## src/rtl/rename_dispatch_stage_pkg.sv

```systemverilog
// Shared types and constants for the rename/dispatch stage.
// Default widths live here so the packed dispatch entry has a single definition.
package rename_pkg;

  localparam int unsigned RobSize = 32;
  localparam int unsigned TagW    = $clog2(RobSize + 1);
  localparam int unsigned NumRs   = 4;
  localparam int unsigned RsSelW  = $clog2(NumRs);
  localparam int unsigned CmdW    = 10;

  localparam logic [TagW-1:0] TAG_READY = '0;
  localparam logic [4:0]      ZERO_REG  = 5'd31;

  typedef struct packed {
    logic [TagW-1:0]   tag;
    logic [TagW-1:0]   tag1;
    logic [TagW-1:0]   tag2;
    logic [63:0]       val1;
    logic [63:0]       val2;
    logic [CmdW-1:0]   cmd;
    logic [RsSelW-1:0] rs_sel;
  } disp_entry_t;

  typedef struct packed {
    logic [TagW-1:0] tag;
    logic [63:0]     val;
  } operand_t;

  // Wake up any pending operand whose producer is on the CDB this cycle.
  function automatic disp_entry_t cdb_snoop(input disp_entry_t     e,
                                            input logic            cdb_valid,
                                            input logic [TagW-1:0] cdb_tag,
                                            input logic [63:0]     cdb_data);
    disp_entry_t r;
    r = e;
    if (cdb_valid && (e.tag1 != TAG_READY) && (e.tag1 == cdb_tag)) begin
      r.tag1 = TAG_READY;
      r.val1 = cdb_data;
    end
    if (cdb_valid && (e.tag2 != TAG_READY) && (e.tag2 == cdb_tag)) begin
      r.tag2 = TAG_READY;
      r.val2 = cdb_data;
    end
    return r;
  endfunction

endpackage

```

## src/rtl/rename_dispatch_stage_if.sv

```systemverilog
// Bundle of decode, map-table, ROB, regfile, CDB and RS-dispatch signals.
// master: the rename/dispatch stage; slave: the surrounding pipeline.
interface rename_dispatch_stage_if
  import rename_pkg::*;
#(
  parameter int unsigned TAG_W    = TagW,
  parameter int unsigned NUM_RS   = NumRs,
  parameter int unsigned RS_SEL_W = RsSelW,
  parameter int unsigned CMD_W    = CmdW
);

  logic                flush_i;
  logic                in_valid_i;
  logic                in_ready_o;
  logic [4:0]          rd_i;
  logic [4:0]          rn_i;
  logic [4:0]          rm_i;
  logic                reg2loc_i;
  logic                reg_write_i;
  logic                alu_src_i;
  logic                is_branch_i;
  logic [63:0]         imm_i;
  logic [63:0]         pc_i;
  logic [CMD_W-1:0]    cmd_i;
  logic [RS_SEL_W-1:0] rs_sel_i;

  logic [4:0]          map_raddr1_o;
  logic [4:0]          map_raddr2_o;
  logic [4:0]          map_waddr_o;
  logic [TAG_W-1:0]    map_rdata1_i;
  logic [TAG_W-1:0]    map_rdata2_i;
  logic [TAG_W-1:0]    map_wdata_o;
  logic                map_we_o;

  logic [TAG_W-1:0]    rob_raddr1_o;
  logic [TAG_W-1:0]    rob_raddr2_o;
  logic [64:0]         rob_rdata1_i;
  logic [64:0]         rob_rdata2_i;
  logic [TAG_W-1:0]    rob_tail_i;
  logic                rob_full_i;
  logic                rob_alloc_o;
  logic [7:0]          rob_alloc_data_o;

  logic [4:0]          rf_raddr1_o;
  logic [4:0]          rf_raddr2_o;
  logic [63:0]         rf_rdata1_i;
  logic [63:0]         rf_rdata2_i;

  logic                cdb_valid_i;
  logic [TAG_W-1:0]    cdb_tag_i;
  logic [63:0]         cdb_data_i;

  logic [NUM_RS-1:0]   disp_valid_o;
  logic [NUM_RS-1:0]   rs_ready_i;
  logic [TAG_W-1:0]    disp_tag_o;
  logic [TAG_W-1:0]    disp_tag1_o;
  logic [TAG_W-1:0]    disp_tag2_o;
  logic [63:0]         disp_val1_o;
  logic [63:0]         disp_val2_o;
  logic [CMD_W-1:0]    disp_cmd_o;

  modport master (
    input  flush_i, in_valid_i, rd_i, rn_i, rm_i, reg2loc_i, reg_write_i, alu_src_i,
           is_branch_i, imm_i, pc_i, cmd_i, rs_sel_i,
           map_rdata1_i, map_rdata2_i, rob_rdata1_i, rob_rdata2_i, rob_tail_i, rob_full_i,
           rf_rdata1_i, rf_rdata2_i, cdb_valid_i, cdb_tag_i, cdb_data_i, rs_ready_i,
    output in_ready_o, map_raddr1_o, map_raddr2_o, map_waddr_o, map_wdata_o, map_we_o,
           rob_raddr1_o, rob_raddr2_o, rob_alloc_o, rob_alloc_data_o,
           rf_raddr1_o, rf_raddr2_o,
           disp_valid_o, disp_tag_o, disp_tag1_o, disp_tag2_o, disp_val1_o, disp_val2_o,
           disp_cmd_o
  );

  modport slave (
    output flush_i, in_valid_i, rd_i, rn_i, rm_i, reg2loc_i, reg_write_i, alu_src_i,
           is_branch_i, imm_i, pc_i, cmd_i, rs_sel_i,
           map_rdata1_i, map_rdata2_i, rob_rdata1_i, rob_rdata2_i, rob_tail_i, rob_full_i,
           rf_rdata1_i, rf_rdata2_i, cdb_valid_i, cdb_tag_i, cdb_data_i, rs_ready_i,
    input  in_ready_o, map_raddr1_o, map_raddr2_o, map_waddr_o, map_wdata_o, map_we_o,
           rob_raddr1_o, rob_raddr2_o, rob_alloc_o, rob_alloc_data_o,
           rf_raddr1_o, rf_raddr2_o,
           disp_valid_o, disp_tag_o, disp_tag1_o, disp_tag2_o, disp_val1_o, disp_val2_o,
           disp_cmd_o
  );

endinterface

```

## src/rtl/dispatch_skid_buffer.sv

```systemverilog
// Two-entry in-order buffer of renamed instructions. Entries snoop the CDB every
// cycle and the head is presented with that cycle's CDB capture already applied.
module dispatch_skid_buffer
  import rename_pkg::*;
#(
  parameter int unsigned TAG_W  = TagW,
  parameter int unsigned NUM_RS = NumRs
) (
  input  logic              clk_i,
  input  logic              reset_i,
  input  logic              flush_i,
  input  logic              push_i,
  input  disp_entry_t       push_entry_i,
  input  logic              cdb_valid_i,
  input  logic [TAG_W-1:0]  cdb_tag_i,
  input  logic [63:0]       cdb_data_i,
  input  logic [NUM_RS-1:0] rs_ready_i,
  output logic [1:0]        count_o,
  output logic              head_valid_o,
  output disp_entry_t       head_o
);

  disp_entry_t entry_q [2];
  disp_entry_t entry_d [2];
  disp_entry_t snooped [2];
  logic [1:0]  count_q, count_d;
  logic        head_valid;
  logic        pop;

  always_comb begin
    for (int i = 0; i < 2; i++) begin
      snooped[i] = cdb_snoop(entry_q[i], cdb_valid_i, cdb_tag_i, cdb_data_i);
    end
    head_valid = (count_q != 2'd0);
    pop        = head_valid & rs_ready_i[entry_q[0].rs_sel];

    entry_d[0] = snooped[0];
    entry_d[1] = snooped[1];
    count_d    = count_q;

    if (flush_i) begin
      count_d = 2'd0;
    end else begin
      if (pop) begin
        entry_d[0] = snooped[1];
      end
      // Slot 0 is free when empty or when the head leaves this cycle.
      if (push_i) begin
        if ((count_q == 2'd0) || pop) begin
          entry_d[0] = push_entry_i;
        end else begin
          entry_d[1] = push_entry_i;
        end
      end
      count_d = count_q + {1'b0, push_i} - {1'b0, pop};
    end
  end

  always_ff @(posedge clk_i or posedge reset_i) begin
    if (reset_i) begin
      count_q    <= 2'd0;
      entry_q[0] <= '0;
      entry_q[1] <= '0;
    end else begin
      count_q    <= count_d;
      entry_q[0] <= entry_d[0];
      entry_q[1] <= entry_d[1];
    end
  end

  assign count_o      = count_q;
  assign head_valid_o = head_valid;
  assign head_o       = snooped[0];

endmodule

```

## src/rtl/rename_dispatch_stage.sv

```systemverilog
// Decode-side rename: resolves source operands via map table, ROB and regfile,
// allocates a ROB entry, updates the map table and feeds the dispatch skid buffer.
module rename_dispatch_stage
  import rename_pkg::*;
#(
  parameter int unsigned ROB_SIZE = RobSize,
  parameter int unsigned TAG_W    = $clog2(ROB_SIZE + 1),
  parameter int unsigned NUM_RS   = NumRs,
  parameter int unsigned RS_SEL_W = $clog2(NUM_RS),
  parameter int unsigned CMD_W    = CmdW
) (
  input logic                     clk_i,
  input logic                     reset_i,
  rename_dispatch_stage_if.master bus_io
);

  logic [1:0]        count;
  logic              head_valid;
  disp_entry_t       head;
  disp_entry_t       push_entry;
  logic              in_ready;
  logic              accept;
  logic [4:0]        src2;
  operand_t          op1, op2;
  logic [NUM_RS-1:0] disp_valid;

  function automatic operand_t rename_src(input logic [TAG_W-1:0] map,
                                          input logic [64:0]      rob,
                                          input logic [63:0]      rf);
    operand_t o;
    if (map == TAG_READY) begin
      o.tag = TAG_READY;
      o.val = rf;
    end else if (rob[64]) begin
      o.tag = TAG_READY;
      o.val = rob[63:0];
    end else begin
      o.tag = map;
      o.val = '0;
    end
    return o;
  endfunction

  assign in_ready = (count < 2'd2) & ~bus_io.rob_full_i & ~bus_io.flush_i & ~reset_i;
  assign accept   = bus_io.in_valid_i & in_ready;
  assign src2     = bus_io.reg2loc_i ? bus_io.rm_i : bus_io.rd_i;

  always_comb begin
    op1 = rename_src(bus_io.map_rdata1_i, bus_io.rob_rdata1_i, bus_io.rf_rdata1_i);
    if (bus_io.is_branch_i) begin
      op2.tag = TAG_READY;
      op2.val = bus_io.pc_i;
    end else if (bus_io.alu_src_i) begin
      op2.tag = TAG_READY;
      op2.val = bus_io.imm_i;
    end else begin
      op2 = rename_src(bus_io.map_rdata2_i, bus_io.rob_rdata2_i, bus_io.rf_rdata2_i);
    end

    push_entry.tag    = bus_io.rob_tail_i;
    push_entry.tag1   = op1.tag;
    push_entry.tag2   = op2.tag;
    push_entry.val1   = op1.val;
    push_entry.val2   = op2.val;
    push_entry.cmd    = bus_io.cmd_i;
    push_entry.rs_sel = bus_io.rs_sel_i;
    // A producer broadcasting in the rename cycle would otherwise be missed.
    push_entry = cdb_snoop(push_entry, bus_io.cdb_valid_i, bus_io.cdb_tag_i, bus_io.cdb_data_i);
  end

  dispatch_skid_buffer #(
    .TAG_W  (TAG_W),
    .NUM_RS (NUM_RS)
  ) u_skid (
    .clk_i        (clk_i),
    .reset_i      (reset_i),
    .flush_i      (bus_io.flush_i),
    .push_i       (accept),
    .push_entry_i (push_entry),
    .cdb_valid_i  (bus_io.cdb_valid_i),
    .cdb_tag_i    (bus_io.cdb_tag_i),
    .cdb_data_i   (bus_io.cdb_data_i),
    .rs_ready_i   (bus_io.rs_ready_i),
    .count_o      (count),
    .head_valid_o (head_valid),
    .head_o       (head)
  );

  always_comb begin
    disp_valid = '0;
    for (int unsigned k = 0; k < NUM_RS; k++) begin
      disp_valid[k] = head_valid & (head.rs_sel == RS_SEL_W'(k));
    end
  end

  assign bus_io.in_ready_o       = in_ready;
  assign bus_io.map_raddr1_o     = bus_io.rn_i;
  assign bus_io.map_raddr2_o     = src2;
  assign bus_io.rf_raddr1_o      = bus_io.rn_i;
  assign bus_io.rf_raddr2_o      = src2;
  assign bus_io.rob_raddr1_o     = bus_io.map_rdata1_i;
  assign bus_io.rob_raddr2_o     = bus_io.map_rdata2_i;
  assign bus_io.map_waddr_o      = bus_io.rd_i;
  assign bus_io.map_wdata_o      = bus_io.rob_tail_i;
  assign bus_io.map_we_o         = accept & bus_io.reg_write_i & (bus_io.rd_i != ZERO_REG);
  assign bus_io.rob_alloc_o      = accept;
  assign bus_io.rob_alloc_data_o = {bus_io.cmd_i[2:0], bus_io.rd_i};

  assign bus_io.disp_valid_o = disp_valid;
  assign bus_io.disp_tag_o   = head.tag;
  assign bus_io.disp_tag1_o  = head.tag1;
  assign bus_io.disp_tag2_o  = head.tag2;
  assign bus_io.disp_val1_o  = head.val1;
  assign bus_io.disp_val2_o  = head.val2;
  assign bus_io.disp_cmd_o   = head.cmd;

endmodule

```

## src/flat_wrapper.sv

```systemverilog
// flat-port wrapper written by rule: the top's interface ports become plain ports
module rename_dispatch_stage_flat import rename_pkg::*;
#(
  parameter int unsigned ROB_SIZE = RobSize,
  parameter int unsigned TAG_W    = $clog2(ROB_SIZE + 1),
  parameter int unsigned NUM_RS   = NumRs,
  parameter int unsigned RS_SEL_W = $clog2(NUM_RS),
  parameter int unsigned CMD_W    = CmdW
)
  (clk_i, reset_i, bus_io_flush_i, bus_io_in_valid_i, bus_io_rd_i, bus_io_rn_i, bus_io_rm_i, bus_io_reg2loc_i, bus_io_reg_write_i, bus_io_alu_src_i, bus_io_is_branch_i, bus_io_imm_i, bus_io_pc_i, bus_io_cmd_i, bus_io_rs_sel_i, bus_io_map_rdata1_i, bus_io_map_rdata2_i, bus_io_rob_rdata1_i, bus_io_rob_rdata2_i, bus_io_rob_tail_i, bus_io_rob_full_i, bus_io_rf_rdata1_i, bus_io_rf_rdata2_i, bus_io_cdb_valid_i, bus_io_cdb_tag_i, bus_io_cdb_data_i, bus_io_rs_ready_i, bus_io_in_ready_o, bus_io_map_raddr1_o, bus_io_map_raddr2_o, bus_io_map_waddr_o, bus_io_map_wdata_o, bus_io_map_we_o, bus_io_rob_raddr1_o, bus_io_rob_raddr2_o, bus_io_rob_alloc_o, bus_io_rob_alloc_data_o, bus_io_rf_raddr1_o, bus_io_rf_raddr2_o, bus_io_disp_valid_o, bus_io_disp_tag_o, bus_io_disp_tag1_o, bus_io_disp_tag2_o, bus_io_disp_val1_o, bus_io_disp_val2_o, bus_io_disp_cmd_o);
  rename_dispatch_stage_if #(.TAG_W(TAG_W), .NUM_RS(NUM_RS), .RS_SEL_W(RS_SEL_W), .CMD_W(CMD_W)) bus_io_i ();
  input logic clk_i;
  input logic reset_i;
  input wire logic [$bits(bus_io_i.flush_i)-1:0] bus_io_flush_i;
  input wire logic [$bits(bus_io_i.in_valid_i)-1:0] bus_io_in_valid_i;
  input wire logic [$bits(bus_io_i.rd_i)-1:0] bus_io_rd_i;
  input wire logic [$bits(bus_io_i.rn_i)-1:0] bus_io_rn_i;
  input wire logic [$bits(bus_io_i.rm_i)-1:0] bus_io_rm_i;
  input wire logic [$bits(bus_io_i.reg2loc_i)-1:0] bus_io_reg2loc_i;
  input wire logic [$bits(bus_io_i.reg_write_i)-1:0] bus_io_reg_write_i;
  input wire logic [$bits(bus_io_i.alu_src_i)-1:0] bus_io_alu_src_i;
  input wire logic [$bits(bus_io_i.is_branch_i)-1:0] bus_io_is_branch_i;
  input wire logic [$bits(bus_io_i.imm_i)-1:0] bus_io_imm_i;
  input wire logic [$bits(bus_io_i.pc_i)-1:0] bus_io_pc_i;
  input wire logic [$bits(bus_io_i.cmd_i)-1:0] bus_io_cmd_i;
  input wire logic [$bits(bus_io_i.rs_sel_i)-1:0] bus_io_rs_sel_i;
  input wire logic [$bits(bus_io_i.map_rdata1_i)-1:0] bus_io_map_rdata1_i;
  input wire logic [$bits(bus_io_i.map_rdata2_i)-1:0] bus_io_map_rdata2_i;
  input wire logic [$bits(bus_io_i.rob_rdata1_i)-1:0] bus_io_rob_rdata1_i;
  input wire logic [$bits(bus_io_i.rob_rdata2_i)-1:0] bus_io_rob_rdata2_i;
  input wire logic [$bits(bus_io_i.rob_tail_i)-1:0] bus_io_rob_tail_i;
  input wire logic [$bits(bus_io_i.rob_full_i)-1:0] bus_io_rob_full_i;
  input wire logic [$bits(bus_io_i.rf_rdata1_i)-1:0] bus_io_rf_rdata1_i;
  input wire logic [$bits(bus_io_i.rf_rdata2_i)-1:0] bus_io_rf_rdata2_i;
  input wire logic [$bits(bus_io_i.cdb_valid_i)-1:0] bus_io_cdb_valid_i;
  input wire logic [$bits(bus_io_i.cdb_tag_i)-1:0] bus_io_cdb_tag_i;
  input wire logic [$bits(bus_io_i.cdb_data_i)-1:0] bus_io_cdb_data_i;
  input wire logic [$bits(bus_io_i.rs_ready_i)-1:0] bus_io_rs_ready_i;
  output wire logic [$bits(bus_io_i.in_ready_o)-1:0] bus_io_in_ready_o;
  output wire logic [$bits(bus_io_i.map_raddr1_o)-1:0] bus_io_map_raddr1_o;
  output wire logic [$bits(bus_io_i.map_raddr2_o)-1:0] bus_io_map_raddr2_o;
  output wire logic [$bits(bus_io_i.map_waddr_o)-1:0] bus_io_map_waddr_o;
  output wire logic [$bits(bus_io_i.map_wdata_o)-1:0] bus_io_map_wdata_o;
  output wire logic [$bits(bus_io_i.map_we_o)-1:0] bus_io_map_we_o;
  output wire logic [$bits(bus_io_i.rob_raddr1_o)-1:0] bus_io_rob_raddr1_o;
  output wire logic [$bits(bus_io_i.rob_raddr2_o)-1:0] bus_io_rob_raddr2_o;
  output wire logic [$bits(bus_io_i.rob_alloc_o)-1:0] bus_io_rob_alloc_o;
  output wire logic [$bits(bus_io_i.rob_alloc_data_o)-1:0] bus_io_rob_alloc_data_o;
  output wire logic [$bits(bus_io_i.rf_raddr1_o)-1:0] bus_io_rf_raddr1_o;
  output wire logic [$bits(bus_io_i.rf_raddr2_o)-1:0] bus_io_rf_raddr2_o;
  output wire logic [$bits(bus_io_i.disp_valid_o)-1:0] bus_io_disp_valid_o;
  output wire logic [$bits(bus_io_i.disp_tag_o)-1:0] bus_io_disp_tag_o;
  output wire logic [$bits(bus_io_i.disp_tag1_o)-1:0] bus_io_disp_tag1_o;
  output wire logic [$bits(bus_io_i.disp_tag2_o)-1:0] bus_io_disp_tag2_o;
  output wire logic [$bits(bus_io_i.disp_val1_o)-1:0] bus_io_disp_val1_o;
  output wire logic [$bits(bus_io_i.disp_val2_o)-1:0] bus_io_disp_val2_o;
  output wire logic [$bits(bus_io_i.disp_cmd_o)-1:0] bus_io_disp_cmd_o;
  assign bus_io_i.flush_i = bus_io_flush_i;
  assign bus_io_i.in_valid_i = bus_io_in_valid_i;
  assign bus_io_i.rd_i = bus_io_rd_i;
  assign bus_io_i.rn_i = bus_io_rn_i;
  assign bus_io_i.rm_i = bus_io_rm_i;
  assign bus_io_i.reg2loc_i = bus_io_reg2loc_i;
  assign bus_io_i.reg_write_i = bus_io_reg_write_i;
  assign bus_io_i.alu_src_i = bus_io_alu_src_i;
  assign bus_io_i.is_branch_i = bus_io_is_branch_i;
  assign bus_io_i.imm_i = bus_io_imm_i;
  assign bus_io_i.pc_i = bus_io_pc_i;
  assign bus_io_i.cmd_i = bus_io_cmd_i;
  assign bus_io_i.rs_sel_i = bus_io_rs_sel_i;
  assign bus_io_i.map_rdata1_i = bus_io_map_rdata1_i;
  assign bus_io_i.map_rdata2_i = bus_io_map_rdata2_i;
  assign bus_io_i.rob_rdata1_i = bus_io_rob_rdata1_i;
  assign bus_io_i.rob_rdata2_i = bus_io_rob_rdata2_i;
  assign bus_io_i.rob_tail_i = bus_io_rob_tail_i;
  assign bus_io_i.rob_full_i = bus_io_rob_full_i;
  assign bus_io_i.rf_rdata1_i = bus_io_rf_rdata1_i;
  assign bus_io_i.rf_rdata2_i = bus_io_rf_rdata2_i;
  assign bus_io_i.cdb_valid_i = bus_io_cdb_valid_i;
  assign bus_io_i.cdb_tag_i = bus_io_cdb_tag_i;
  assign bus_io_i.cdb_data_i = bus_io_cdb_data_i;
  assign bus_io_i.rs_ready_i = bus_io_rs_ready_i;
  assign bus_io_in_ready_o = bus_io_i.in_ready_o;
  assign bus_io_map_raddr1_o = bus_io_i.map_raddr1_o;
  assign bus_io_map_raddr2_o = bus_io_i.map_raddr2_o;
  assign bus_io_map_waddr_o = bus_io_i.map_waddr_o;
  assign bus_io_map_wdata_o = bus_io_i.map_wdata_o;
  assign bus_io_map_we_o = bus_io_i.map_we_o;
  assign bus_io_rob_raddr1_o = bus_io_i.rob_raddr1_o;
  assign bus_io_rob_raddr2_o = bus_io_i.rob_raddr2_o;
  assign bus_io_rob_alloc_o = bus_io_i.rob_alloc_o;
  assign bus_io_rob_alloc_data_o = bus_io_i.rob_alloc_data_o;
  assign bus_io_rf_raddr1_o = bus_io_i.rf_raddr1_o;
  assign bus_io_rf_raddr2_o = bus_io_i.rf_raddr2_o;
  assign bus_io_disp_valid_o = bus_io_i.disp_valid_o;
  assign bus_io_disp_tag_o = bus_io_i.disp_tag_o;
  assign bus_io_disp_tag1_o = bus_io_i.disp_tag1_o;
  assign bus_io_disp_tag2_o = bus_io_i.disp_tag2_o;
  assign bus_io_disp_val1_o = bus_io_i.disp_val1_o;
  assign bus_io_disp_val2_o = bus_io_i.disp_val2_o;
  assign bus_io_disp_cmd_o = bus_io_i.disp_cmd_o;
  rename_dispatch_stage #(.ROB_SIZE(ROB_SIZE), .TAG_W(TAG_W), .NUM_RS(NUM_RS), .RS_SEL_W(RS_SEL_W), .CMD_W(CMD_W)) u_core (.clk_i(clk_i), .reset_i(reset_i), .bus_io(bus_io_i));
endmodule
```

## config.mk

```make
export PLATFORM = sky130hd
export DESIGN_NAME = rename_dispatch_stage_flat
export DESIGN_NICKNAME = d
export VERILOG_FILES = /design/src/rtl/rename_dispatch_stage_pkg.sv /design/src/rtl/rename_dispatch_stage_if.sv /design/src/rtl/dispatch_skid_buffer.sv /design/src/rtl/rename_dispatch_stage.sv /design/src/flat_wrapper.sv
export SDC_FILE = /design/constraint.sdc
export NUM_CORES = 1
export LEC_CHECK = 0
export ABC_AREA = 1
export BUFFER_PORTS_ARGS = -buffer_cell sky130_fd_sc_hd__buf_2
export CORE_AREA = 2 2 282 284
export CTS_CLUSTER_DIAMETER = 40
export CTS_CLUSTER_SIZE = 30
export DETAILED_ROUTE_END_ITERATION = 8
export DIE_AREA = 0 0 284 286
export MAX_ROUTING_LAYER = met4
export SYNTH_ARGS = -nofsm -noshare
export SYNTH_HDL_FRONTEND = slang
export SYNTH_SLANG_ARGS = --single-unit
```

## constraint.sdc

```tcl
create_clock -name clk_i -period 15.1 [get_ports clk_i]
set_clock_uncertainty 0.2 [all_clocks]
set_input_delay 2.265 -clock clk_i [delete_from_list [all_inputs] [get_ports clk_i]]
set_output_delay 2.265 -clock clk_i [all_outputs]
set_load 0.1 [all_outputs]
```

==> impl_metrics.py <==
metrics = {
    "status": {
        "outcome": "complete, no violations",
    },
    "cts": {
        "clockRootBuffer": "clkbuf_16",
        "postCtsHoldBufs": 0,
        "cts_tree": "yes",
        "htreeDepth": 3,
        "cts_resized": 0,
        "numCtsBuffers": 84,
        "cts_buffer_depth": 3,
        "cts_sinks": 318,
        "clk_latency_ns": 0.62,
        "cts.reportedPaths.clkPinSlew_ns": 0.05,
        "cts_setup_buffers": 0,
    },
    "critical_path": {
        "rr_worst_depth": 10,
        "cp_max_fo": 66,
        "r2r_start": "u_core.u_skid.entry_q[301]$_DFF_PP0_",
        "r2r_end": "u_core.u_skid.entry_q[301]$_DFF_PP0_",
        "path_class": "in2out",
        "required_ns": 12.64,
        "r2r_slack_ns": 10.96,
        "worst-endpoint-arrival_ns": 5.85,
        "critPathCaptureType": "output port",
        "critPathLaunchType": "input pin",
    },
    "floorplan": {
        "core-area_um2": 78360,
        "rows": 103,
        "boundaryPins": 729,
        "die_y_um": 286,
        "die_x_um": 284,
        "die-area_um2": 81220,
        "initial_core_util_pct": 33.41,
    },
    "route": {
        "routedWlPerCell_um": 22.34,
        "wl_met3_mm": 11.80,
        "ant_nets": 0,
        "drt_first_pass_iters": 6,
        "wl_mm": 123.3,
        "top_layer": "met4",
        "routed_via_density": 5.504,
        "drc_errors": 0,
        "wl_met1_mm": 50.29,
        "first_iter_violations": 3205,
        "met2_wirelength_mm": 56.92,
        "vias": 30387,
    },
    "synth": {
        "synth.most_common_cell": "nand2_1",
        "yosys_most_used_dff": "dfrtp_1",
        "synth_common_cells": "nand2_1, nand3_1, dfrtp_1",
        "netlist_top_cells_area": "dfrtp_1, nand2_1, nand3_1, buf_4, nand4_1",
        "synth_top_area_share_pct": 30.40,
        "syn_area_um2": 26180,
        "yosys.cell_types.count": 40,
        "synth_seq_cells": 318,
        "ys_seq_area_share_pct": 30.40,
        "ys.warnings.count": 0,
        "syn-instance-count": 4094,
        "syn-num-nets": 4611,
        "syn_area_per_cell_um2": 6.394,
        "synth_edf_count": 0,
        "synth-async-reset-ratio_pct": 100.0,
        "yosysTopAreaCell": "dfrtp_1",
    },
    "global_routing": {
        "grt_pass1_wl_mm": 180.6,
        "grt_pass1_vias": 28522,
        "grt_util_all_layers_pct": 29.94,
        "grt_max_degree": 122,
        "overflow": 0,
        "antenna_found_initial": 12,
    },
    "placement": {
        "routabilityCongestion": 0.9520,
        "dpl_cell_area_um2": 28510,
        "portBuffers": 713,
        "hpwl_mm": 81.32,
    },
    "final_layout": {
        "fin_nets": 4919,
        "seq_area_um2": 7958,
        "layout-drive-gt1-share_pct": 21.67,
        "fillCellCount": 8504,
        "syn_to_final_growth_pct": 19.87,
        "stdcell_area_um2": 31380,
        "multi_input_area_um2": 14250,
    },
    "timing": {
        "slew_headroom_pct": 11.46,
        "fin_setup_tns_ns": 0,
        "hold_viol_final": 0,
        "fin_crit_sh_pct": 55.10,
        "max_freq_ghz": 0.1202,
        "worstMarginPinSlew_ns": 1.328,
        "finalSetupViolCount": 0,
        "slew_viol_final": 0,
        "period_needed_ns": 8.319,
        "grt_setup_unrepaired": "false",
    },
    "power_and_ir_drop": {
        "power_frac_comb_pct": 54.9,
        "pwr-share-seq_pct": 19.0,
        "power.switching_uw": 3736,
        "max-vdd-ir-drop_mv": 0.1032,
        "sw_frac_of_total_pct": 54.08,
        "p_clk_share_pct": 26.1,
        "p_int_uw": 3173,
        "p_per_area_nw_per_um2": 220.2,
        "p_leak_uw": 0.01654,
    },
    "worst_hold_path": {
        "worstHoldEndpoint": "u_core.u_skid.entry_q[156]$_DFFE_PP0P_",
        "hold_class": "reg2reg",
        "holdPathStages": 2,
        "hold_start": "u_core.u_skid.entry_q[156]$_DFFE_PP0P_",
    },
    "run": {
        "cap_violations": 0,
    },
}
[cell type report]
cell class,instances,area share [%]
Inverter,282,3.453
Tap cell,1050,4.187
Antenna cell,9,0.07178
Multi-Input combinational cell,2960,45.42
Clock inverter,34,1.527
Timing Repair Buffer,756,12.43
Sequential cell,318,25.36
Clock buffer,112,7.545
[per-stage QoR]
stage	hold slack, ns	worst slack [ns]	instances	util [%]	power [uW]
floorplan	0.2495	0.2438	4094	-	4570
global placement	0.2663	6.939	5366	36.38	5049
detailed placement	0.2665	6.915	5366	36.38	5076
CTS	0.2799	6.907	5512	40.02	6902
global route	0.2969	6.734	5519	40.04	7259
finish	0.2829	6.781	5521	40.04	6909
[registers in the layout, indices dropped and copies added, names as in the netlist]
signal and flops:
u_core.u_skid.entry_q 298, u_core.u_skid.count_o 2, u_core.u_skid.head_o 18
[power groups by stage]
stage | clock (uW) | combinational (uW) | sequential, uW
6_report | 1810 | 3790 | 1310
4_1_cts | 1830 | 3770 | 1310
3_3_place_gp | 0 | 3740 | 1310
3_5_place_dp | 0 | 3760 | 1320
2_1_floorplan | 0 | 3280 | 1290
5_1_grt | 1870 | 4040 | 1340
[metal layers]
layer,up-vias,track usage (%)
met5,-,-
met4,0,11.16
li1,14204,-
met2,1678,46.98
met1,14231,38.25
met3,274,5.797
[layout by cell type (no fill, tap or decap), drive strengths merged]
cell type	instances
xnor2	2
o22ai	2
nand3	712
a22oi	1
a21oi	63
nor3	25
and2	37
ha	2
nor2	289
nand2	1201
o21ai	150
clkinvlp	4
o221ai	57
o2111ai	1
o21a	27
mux2	2
xor2	3
or2	2
nand4	263
a31oi	102
mux2i	1
o211ai	14
clkbuf	112
buf	756
clkinv	23
bufinv	7
diode	9
inv	282
o31ai	4
dfrtp	318
[critical path, stage by stage]
cell	delay (ns)
buf_2	0.18
inv_1	0.15
nand2_1	0.08
o21ai_0	0.13
nor2_4	0.10
buf_4	0.70
nand3_4	1.00
inv_1	0.65
nor2_1	0.21
buf_2	0.34
[worst max-delay path by stage]
stage	start	slack [ns]	endpoint	cells past startpoint
CTS	bus_io_cdb_tag_i[3]	6.91	bus_io_disp_tag2_o[5]	10
finish	bus_io_cdb_tag_i[3]	6.78	bus_io_disp_tag2_o[5]	10
global route	bus_io_cdb_tag_i[5]	6.73	bus_io_disp_tag2_o[5]	10
global placement	bus_io_cdb_tag_i[5]	6.94	bus_io_disp_tag2_o[5]	10
floorplan	reset_i	0.24	bus_io_map_we_o	5
detailed placement	bus_io_cdb_tag_i[3]	6.92	bus_io_disp_tag2_o[5]	10
[cells by family (layout without fill, tap and decap cells)]
kind of cell / after synthesis / in the layout / synth area share, %
xor gates and xnor gates: 5 / 5 / 0.1673
DFF: 318 / 318 / 30.40
adders and majority gates: 2 / 2 / 0.09559
AOI/OAI and AO/OA: 421 / 421 / 9.818
buffers and inverters: 816 / 1184 / 15.87
and+or+nand+nor: 2529 / 2529 / 43.48
other: 0 / 9 / 0
muxes: 3 / 3 / 0.1721
(Power assumes the default switching activity.)
